File: src/rtl/svo_frame_switch_pkg.sv
// svo_frame_switch_pkg: arbiter state encoding shared by the frame switch and its bench.
package svo_frame_switch_pkg;
  typedef enum logic [1:0] {
    FSW_PASS     = 2'd0,
    FSW_WAIT_OLD = 2'd1,
    FSW_SEEK     = 2'd2
  } fsw_state_e;
endpackage

File: src/rtl/svo_axis_reg.sv
// svo_axis_reg: one-stage AXI-stream register slice, full throughput, data and user packed together.
module svo_axis_reg #(
  parameter int W = 25
) (
  input  logic         clk,
  input  logic         resetn,
  input  logic         in_valid,
  output logic         in_ready,
  input  logic [W-1:0] in_data,
  output logic         out_valid,
  input  logic         out_ready,
  output logic [W-1:0] out_data
);
  logic         valid_q, valid_d;
  logic [W-1:0] data_q, data_d;

  always_comb begin
    in_ready = !valid_q || out_ready;
    valid_d  = in_ready ? in_valid : valid_q;
    data_d   = (in_ready && in_valid) ? in_data : data_q;
  end

  always_ff @(posedge clk or negedge resetn) begin
    if (!resetn) begin
      valid_q <= 1'b0;
      data_q  <= '0;
    end else begin
      valid_q <= valid_d;
      data_q  <= data_d;
    end
  end

  assign out_valid = valid_q;
  assign out_data  = data_q;
endmodule

File: src/rtl/svo_frame_switch.sv
// svo_frame_switch: selects one of two SVO pixel streams, changing source only on SOF boundaries.
module svo_frame_switch
  import svo_frame_switch_pkg::*;
#(
  parameter int SVO_BITS_PER_PIXEL = 24,
  parameter bit DRAIN_IDLE         = 1'b1,
  parameter int FRAME_CNT_W        = 16
) (
  input  logic                          clk,
  input  logic                          resetn,
  input  logic                          sel,
  input  logic                          in0_axis_tvalid,
  output logic                          in0_axis_tready,
  input  logic [SVO_BITS_PER_PIXEL-1:0] in0_axis_tdata,
  input  logic                          in0_axis_tuser,
  input  logic                          in1_axis_tvalid,
  output logic                          in1_axis_tready,
  input  logic [SVO_BITS_PER_PIXEL-1:0] in1_axis_tdata,
  input  logic                          in1_axis_tuser,
  output logic                          out_axis_tvalid,
  input  logic                          out_axis_tready,
  output logic [SVO_BITS_PER_PIXEL-1:0] out_axis_tdata,
  output logic                          out_axis_tuser,
  output logic                          cur_sel,
  output logic                          busy,
  output logic [FRAME_CNT_W-1:0]        frame_count
);
  localparam int W = SVO_BITS_PER_PIXEL + 1;

  fsw_state_e             state_q, state_d;
  logic                   cur_sel_q, cur_sel_d, target_q, target_d;
  logic                   fresh_q, fresh_d, busy_q, busy_d;
  logic [FRAME_CNT_W-1:0] frame_count_q, frame_count_d;
  logic                   acc, head_valid, head_user, head_ready, slice_valid, sw, block;
  logic [W-1:0]           head_data;

  assign head_valid = cur_sel_q ? in1_axis_tvalid : in0_axis_tvalid;
  assign head_user  = cur_sel_q ? in1_axis_tuser : in0_axis_tuser;
  assign head_data  = cur_sel_q ? {in1_axis_tuser, in1_axis_tdata} : {in0_axis_tuser, in0_axis_tdata};

  // fresh_q: the SOF found by SEEK must be delivered before a new switch request is honoured
  always_comb begin
    state_d     = state_q;
    cur_sel_d   = cur_sel_q;
    target_d    = target_q;
    fresh_d     = fresh_q;
    head_ready  = 1'b0;
    slice_valid = 1'b0;
    sw          = (sel != cur_sel_q) && !fresh_q;
    block       = 1'b0;
    case (state_q)
      FSW_PASS: begin
        block       = sw && head_user;
        head_ready  = acc && !block;
        slice_valid = head_valid && !block;
        fresh_d     = fresh_q && !(head_valid && head_ready);
        if (sw) begin
          target_d = sel;
          state_d  = FSW_WAIT_OLD;
        end
      end
      FSW_WAIT_OLD: begin
        head_ready  = acc && !head_user;
        slice_valid = head_valid && !head_user;
        if (head_valid && head_user) begin
          cur_sel_d = target_q;
          state_d   = FSW_SEEK;
        end
      end
      default: begin
        head_ready = !head_user;
        if (head_valid && head_user) begin
          state_d = FSW_PASS;
          fresh_d = 1'b1;
        end
      end
    endcase
    busy_d        = state_d != FSW_PASS;
    frame_count_d = frame_count_q + FRAME_CNT_W'(out_axis_tvalid && out_axis_tready && out_axis_tuser);
  end

  always_ff @(posedge clk or negedge resetn) begin
    if (!resetn) begin
      state_q       <= FSW_SEEK;
      cur_sel_q     <= 1'b0;
      target_q      <= 1'b0;
      fresh_q       <= 1'b0;
      busy_q        <= 1'b1;
      frame_count_q <= '0;
    end else begin
      state_q       <= state_d;
      cur_sel_q     <= cur_sel_d;
      target_q      <= target_d;
      fresh_q       <= fresh_d;
      busy_q        <= busy_d;
      frame_count_q <= frame_count_d;
    end
  end

  assign in0_axis_tready = resetn && (cur_sel_q ? DRAIN_IDLE : head_ready);
  assign in1_axis_tready = resetn && (cur_sel_q ? head_ready : DRAIN_IDLE);
  assign cur_sel         = cur_sel_q;
  assign busy            = busy_q;
  assign frame_count     = frame_count_q;

  svo_axis_reg #(.W(W)) u_slice (
    .clk       (clk),
    .resetn    (resetn),
    .in_valid  (slice_valid),
    .in_ready  (acc),
    .in_data   (head_data),
    .out_valid (out_axis_tvalid),
    .out_ready (out_axis_tready),
    .out_data  ({out_axis_tuser, out_axis_tdata})
  );
endmodule
File: config.mk
export PLATFORM = sky130hd
export DESIGN_NAME = svo_frame_switch
export DESIGN_NICKNAME = d
export VERILOG_FILES = /design/src/rtl/svo_frame_switch_pkg.sv /design/src/rtl/svo_axis_reg.sv /design/src/rtl/svo_frame_switch.sv
export SDC_FILE = /design/constraint.sdc
export NUM_CORES = 1
export LEC_CHECK = 0
export CAP_MARGIN = 25
export CORE_ASPECT_RATIO = 1.2
export CORE_UTILIZATION = 39
export DETAILED_ROUTE_END_ITERATION = 10
export PLACE_DENSITY = 0.84
export SLEW_MARGIN = 20
export SYNTH_ARGS = -nofsm -noshare
export SYNTH_HDL_FRONTEND = slang
export SYNTH_SLANG_ARGS = --single-unit
File: constraint.sdc
create_clock -name clk -period 2.1 [get_ports clk]
set_clock_uncertainty 0.2 [all_clocks]
set_input_delay 0.63 -clock clk [delete_from_list [all_inputs] [get_ports clk]]
set_output_delay 0.63 -clock clk [all_outputs]
set_load 0.02 [all_outputs]
After elaboration in Yosys (flattened, before gate mapping)
Index checks and enable logic that the tools add are counted.
W data, S select, Z words.
- bitwise gates (word level): 1
- $add $sub $neg: 1
- equal/unequal tests: 2
- muxes and demuxes: 13
- reduce and logical (&&, ||, !) cells: 26
- operator list (kind ; count):
    $mux W25 ; 1
    $add A16 B1 Y16 ; 1
    $logic_and A1 B1 Y1 ; 14
    $mux W2 ; 3
    $pmux W1 S2 ; 3
    $reduce_and A2 Y1 ; 3
    $logic_not A1 Y1 ; 5
    $mux W1 ; 5
    $pmux W2 S2 ; 1
    $reduce_bool A2 Y1 ; 2
    $eq A2 B1 Y1 const B ; 1
    $logic_not A2 Y1 ; 1
    $logic_or A1 B1 Y1 ; 1
    $ne A1 B1 Y1 ; 1
    $not A1 Y1 ; 1
- register bits after elaboration: 48
- bits of input ports: 56

Depth between registers and ports, before layout
- depth after elaboration: 9
- mapped depth: 7

Hierarchy
From an unflattened synthesis, not the netlist that was laid out.
- cell total of the unflattened synthesis: 183
- area, all modules: 2433.6 um^2
- modules (own cells, without submodules) (module ; area each (um^2) ; cells an instance ; instances ; sequential area each (um^2)):
    svo_frame_switch ; 1353.8 ; 127 ; 1 ; 553.0
    svo_axis_reg ; 1079.8 ; 56 ; 1 ; 650.6

Worst setup path before layout
Ideal clock, no wire load.
- path kind: input-to-output
- start point: input port in0_axis_tuser
- end point: output port in0_axis_tready
- stages: 4
- path slack: -310 ps
- data required time: 1270 ps
- arrival time: 1580 ps
- path buffers: 0
- cell sequence: nor2b_1 > a22oi_4 > and3_1 > o31a_1
- longest elaborated chain between the ends: 7
- RTL lines (what ; line ; RTL):
    from (decl) ; svo_frame_switch.sv:15 ; input logic in0_axis_tuser,
    $mux W1 (*) ; svo_frame_switch.sv:38 ; assign head_user = cur_sel_q ? in1_axis_tuser : in0_axis_tuser;
    $logic_and A1 B1 Y1 ; svo_frame_switch.sv:53 ; block = sw && head_user;
    $logic_not A1 Y1 ; svo_frame_switch.sv:54 ; head_ready = acc && !block;
    $logic_and A1 B1 Y1 ; svo_frame_switch.sv:54 ;
    $pmux W1 S2 (*) ; svo_frame_switch.sv:51 ; case (state_q)
    $mux W1 (*) ; svo_frame_switch.sv:100 ; assign in0_axis_tready = resetn && (cur_sel_q ? DRAIN_IDLE : head_ready);
    $logic_and A1 B1 Y1 (*) ; svo_frame_switch.sv:100 ;
    to (decl) ; svo_frame_switch.sv:13 ; output logic in0_axis_tready,
Mark *: on every way between the ends. The rest lies on a longest branch, timed or not.

Worst setup path after layout
- start point: register cur_sel_q, in the netlist cur_sel
- end point: output port in0_axis_tready
- longest elaborated chain between the ends: 8
- RTL lines (what ; line ; RTL):
    from (decl) ; svo_frame_switch.sv:31 ; logic cur_sel_q, cur_sel_d, target_q, target_d;
    from (signal assigned) ; svo_frame_switch.sv:92 ; cur_sel_q <= cur_sel_d;
    $ne A1 B1 Y1 ; svo_frame_switch.sv:49 ; sw = (sel != cur_sel_q) && !fresh_q;
    $logic_and A1 B1 Y1 ; svo_frame_switch.sv:49 ;
    $logic_and A1 B1 Y1 ; svo_frame_switch.sv:53 ;
    $logic_not A1 Y1 ; svo_frame_switch.sv:54 ;
    $logic_and A1 B1 Y1 ; svo_frame_switch.sv:54 ;
    $pmux W1 S2 ; svo_frame_switch.sv:51 ;
    $mux W1 (*) ; svo_frame_switch.sv:100 ;
    $logic_and A1 B1 Y1 (*) ; svo_frame_switch.sv:100 ;
Marked as above.

==> metrics.md <==
| Metric | Value |
|---|---|
| Run status | `finished, violations left` |
| Failing checks | `negative setup slack` |
| Comb power frac | `between 50% and 60%` |
| Number of H-tree levels | `2` |
| First-pass GRT wire length | `9.287 mm` |
| P&R area growth vs syn | `63.43%` |
| Vias/cell | `4.844` |
| CTS tree | `built` |
| Multi-input logic area | `between 1000 and 1500 um^2` |
| Hold WC Path Type | `register to register` |
| Setup crit end kind | `output port` |
| DR pass1 iterations | `4` |
| Initial antenna violation count | `0` |
| Max Slew Vio Count | `0` |
| Internal | `3348 uW` |
| Clock net sink count | `48` |
| Clk buf depth | `2` |
| Critical Path RT | `around 1.3 ns` |
| Mapped Area | `~2400 um^2` |
| Starting Density | `between 40% and 50%` |
| Seq/Total Area, Yosys | `about half` |
| Root Buffer | `clkbuf_8` |
| Syn Nets | `243` |
| Vias | `between 1500 and 2000` |
| Flop pwr share | `just under 30%` |
| Core ar. | `6051 um^2` |
| Number of diodes | `0` |
| Delay-heaviest family, CP | `flip-flops` |
| Seq. cell area | `around 1200 um^2` |
| Pwr Total | `a little over 5000 uW` |
| Num CTS Buffers | `5` |
| Pre-CTS setup slack | `-1.193 ns` |
| Syn Area/Cell | `about 13 um^2` |
| Critical path cell sequence | `and2_4 -> a22oi_4 -> and3_4 -> o31a_1 -> buf_6` |
| Final worst slack | `-0.3199 ns` |
| Die footprint | `approximately 6600 um^2` |
| GP Congestion | `just under 0.9` |
| Port buffer count | `101` |
| RSZ-0062 raised after global routing | `yes` |
| Switch share | `34.38%` |
| Final hold vios | `0` |
| Synth cell types | `41` |
| WP data arrival | `approximately 1.6 ns` |
| HPWL Detailed | `between 4 and 5 mm` |
| Top-area cell type share of the netlist area | `about 47%` |
| Startpoint Class | `register` |
| Final min period | `around 2.4 ns` |
| Most common cell in the synthesized netlist | `dfrtp_1` |
| Pwr/cell area | `1281 nW/um^2` |
| Max-cap viol count | `0` |
| Mapped Cells | `approximately 190` |
| Top post-synthesis cells by area | `dfrtp_1, mux2_4, mux2_2, xnor2_1, xor2_1` |
| Leakage power | `0.001976 uW` |
| Worst slew pin tran | `between 0.5 and 0.6 ns` |
| Post-synth EDFFs | `0` |
| Filler instances | `about 490` |
| Drt wl/cell | `14.83 um` |
| Die Ht | `roughly 90 um` |
| Drt drc | `0` |
| First DRT Iteration DRCs | `45` |
| Reg clk slew, reported paths | `approximately 0.09 ns` |
| Slew margin rel. | `between 60% and 70%` |
| FF+latch count, synth | `48` |
| Clock latency at the later pin of the worst-skew pair | `approximately 0.29 ns` |
| Cts hold-fix bufs | `0` |
| Setup Viol. Count Final | `24` |
| Worst path slowest cell | `dfrtp_1` |
| Warnings, synthesis | `0` |
| Switching power | `approximately 1800 uW` |
| # nets final | `between 300 and 400` |
| Post-DRT Antenna Nets | `0` |
| Final period util | `115.2%` |
| Synth area leader | `dfrtp_1` |
| Buffers and inverters on the worst path | `1` |
| Crit-path max FO | `3` |
| WL final | `5.904 mm` |
| Post-synth ARST share | `between 90% and 100%` |
| Layout cells sized above 1 | `34.18%` |
| Max Freq | `between 400 and 500 MHz` |
| FP Rows | `31` |
| Setup CP Type | `register to output port` |
| Main synth FF type | `dfrtp_1` |
| Number of global-route vias before repair | `1936` |
| Post-synth top cells | `dfrtp_1, mux2_2, mux2_4` |
| Grt total ovfl | `0` |
| Finished Core Util | `roughly 66%` |
| GRT Util Overall | `between 10% and 20%` |
| Maximum vdd ir drop | `around 0.75 mV` |
| CP peak stage delay | `0.43 ns` |
| Die Width | `roughly 74 um` |
| Pin count of the biggest net entering global routing | `49` |
| Clock Power Share | `~14%` |
| IO Count | `102` |
area by class of cell:
type	count	area share [%]
Inverter	2	0.1886
Sequential cell	48	30.26
Clock inverter	1	0.7542
Timing Repair Buffer	130	32.46
Clock buffer	7	2.420
Multi-Input combinational cell	128	31.33
Tap cell	82	2.577
cell families (layout without fill, tap and decap cells):
kind of cell / count (synthesis) / in the layout / synth area share (%)
buffers and inverters: 9 / 140 / 2.208
DFF: 48 / 48 / 49.41
and+or+nand+nor: 44 / 44 / 10.38
muxes: 50 / 50 / 26.14
xor gates and xnor gates: 15 / 15 / 5.393
adders and majority gates: 2 / 2 / 1.027
AOI/OAI and AO/OA: 17 / 17 / 5.445
final timing paths:
path                                      start                   end  slack (ns)  cells past startpoint
worst min-delay path            frame_count[15]       frame_count[15]        0.26                      1
max in group asynchronous                resetn               fresh_q        0.96                      2
worst max-delay path                    cur_sel       in0_axis_tready       -0.32                      5
worst min register to register  frame_count[15]       frame_count[15]        0.26                      1
min in group asynchronous                resetn       frame_count[15]        0.31                      2
worst max register to register          cur_sel  u_slice.out_data[13]       -0.16                      8
through the flow:
step                      instance area, um^2  TNS (ns)  cells  hold WS [ns]
after detailed placement                 3711    -19.55    385        0.2595
after floorplan                          2456   -0.2902    185        0.1344
after global routing                     3981    -5.394    398        0.3064
after global placement                   3711    -16.90    385        0.2606
after CTS                                3930    -3.938    397        0.2696
final                                    3981    -3.273    398        0.2622
sequential cells by signal (all words and copies together) (netlist names):
signal / cells
fresh_q: 1
u_slice.out_valid: 1
frame_count: 16
busy: 1
u_slice.out_data: 25
state_q: 2
target_q: 1
cur_sel: 1
power by group through the flow:
stage,combinational [uW],sequential (uW),clock [uW]
floorplan,1260,1880,0
global placement,2710,1500,0
detailed placement,2760,1520,0
CTS,2910,1520,742
global route,3050,1560,789
finish,2870,1520,714
timing repair:
action / in CTS / in global routing
pin swaps: 5 / 9
setup endpoints to repair: 71 / 41
setup buffers: 2 / 1
cloned: 3 / 0
gates resized for setup: 80 / 15
layer usage:
layer	wire [um]	global-route usage [%]	vias to the layer above
li1	-	-	922
met1	2274	21.83	941
met2	3221	34.13	59
met3	349	5.125	6
met4	59	5.769	0
met5	0	0	-
cell usage in the layout, fill, tap and decap left out, drive strengths merged, types with 2 or more instances in the layout:
cell / n
a21oi: 6
dfrtp: 46
dlygate4sd2: 34
bufbuf: 3
clkbuf: 7
mux2: 49
nor2: 11
o21ai: 2
nor4: 3
nand4: 2
nor3: 4
buf: 34
nor2b: 4
and3: 2
inv: 2
ha: 2
dfstp: 2
nand2: 7
and4: 2
dlymetal6s2s: 10
xnor2: 8
clkdlybuf4s50: 49
nand3: 5
xor2: 7
(Power assumes the default switching activity.)
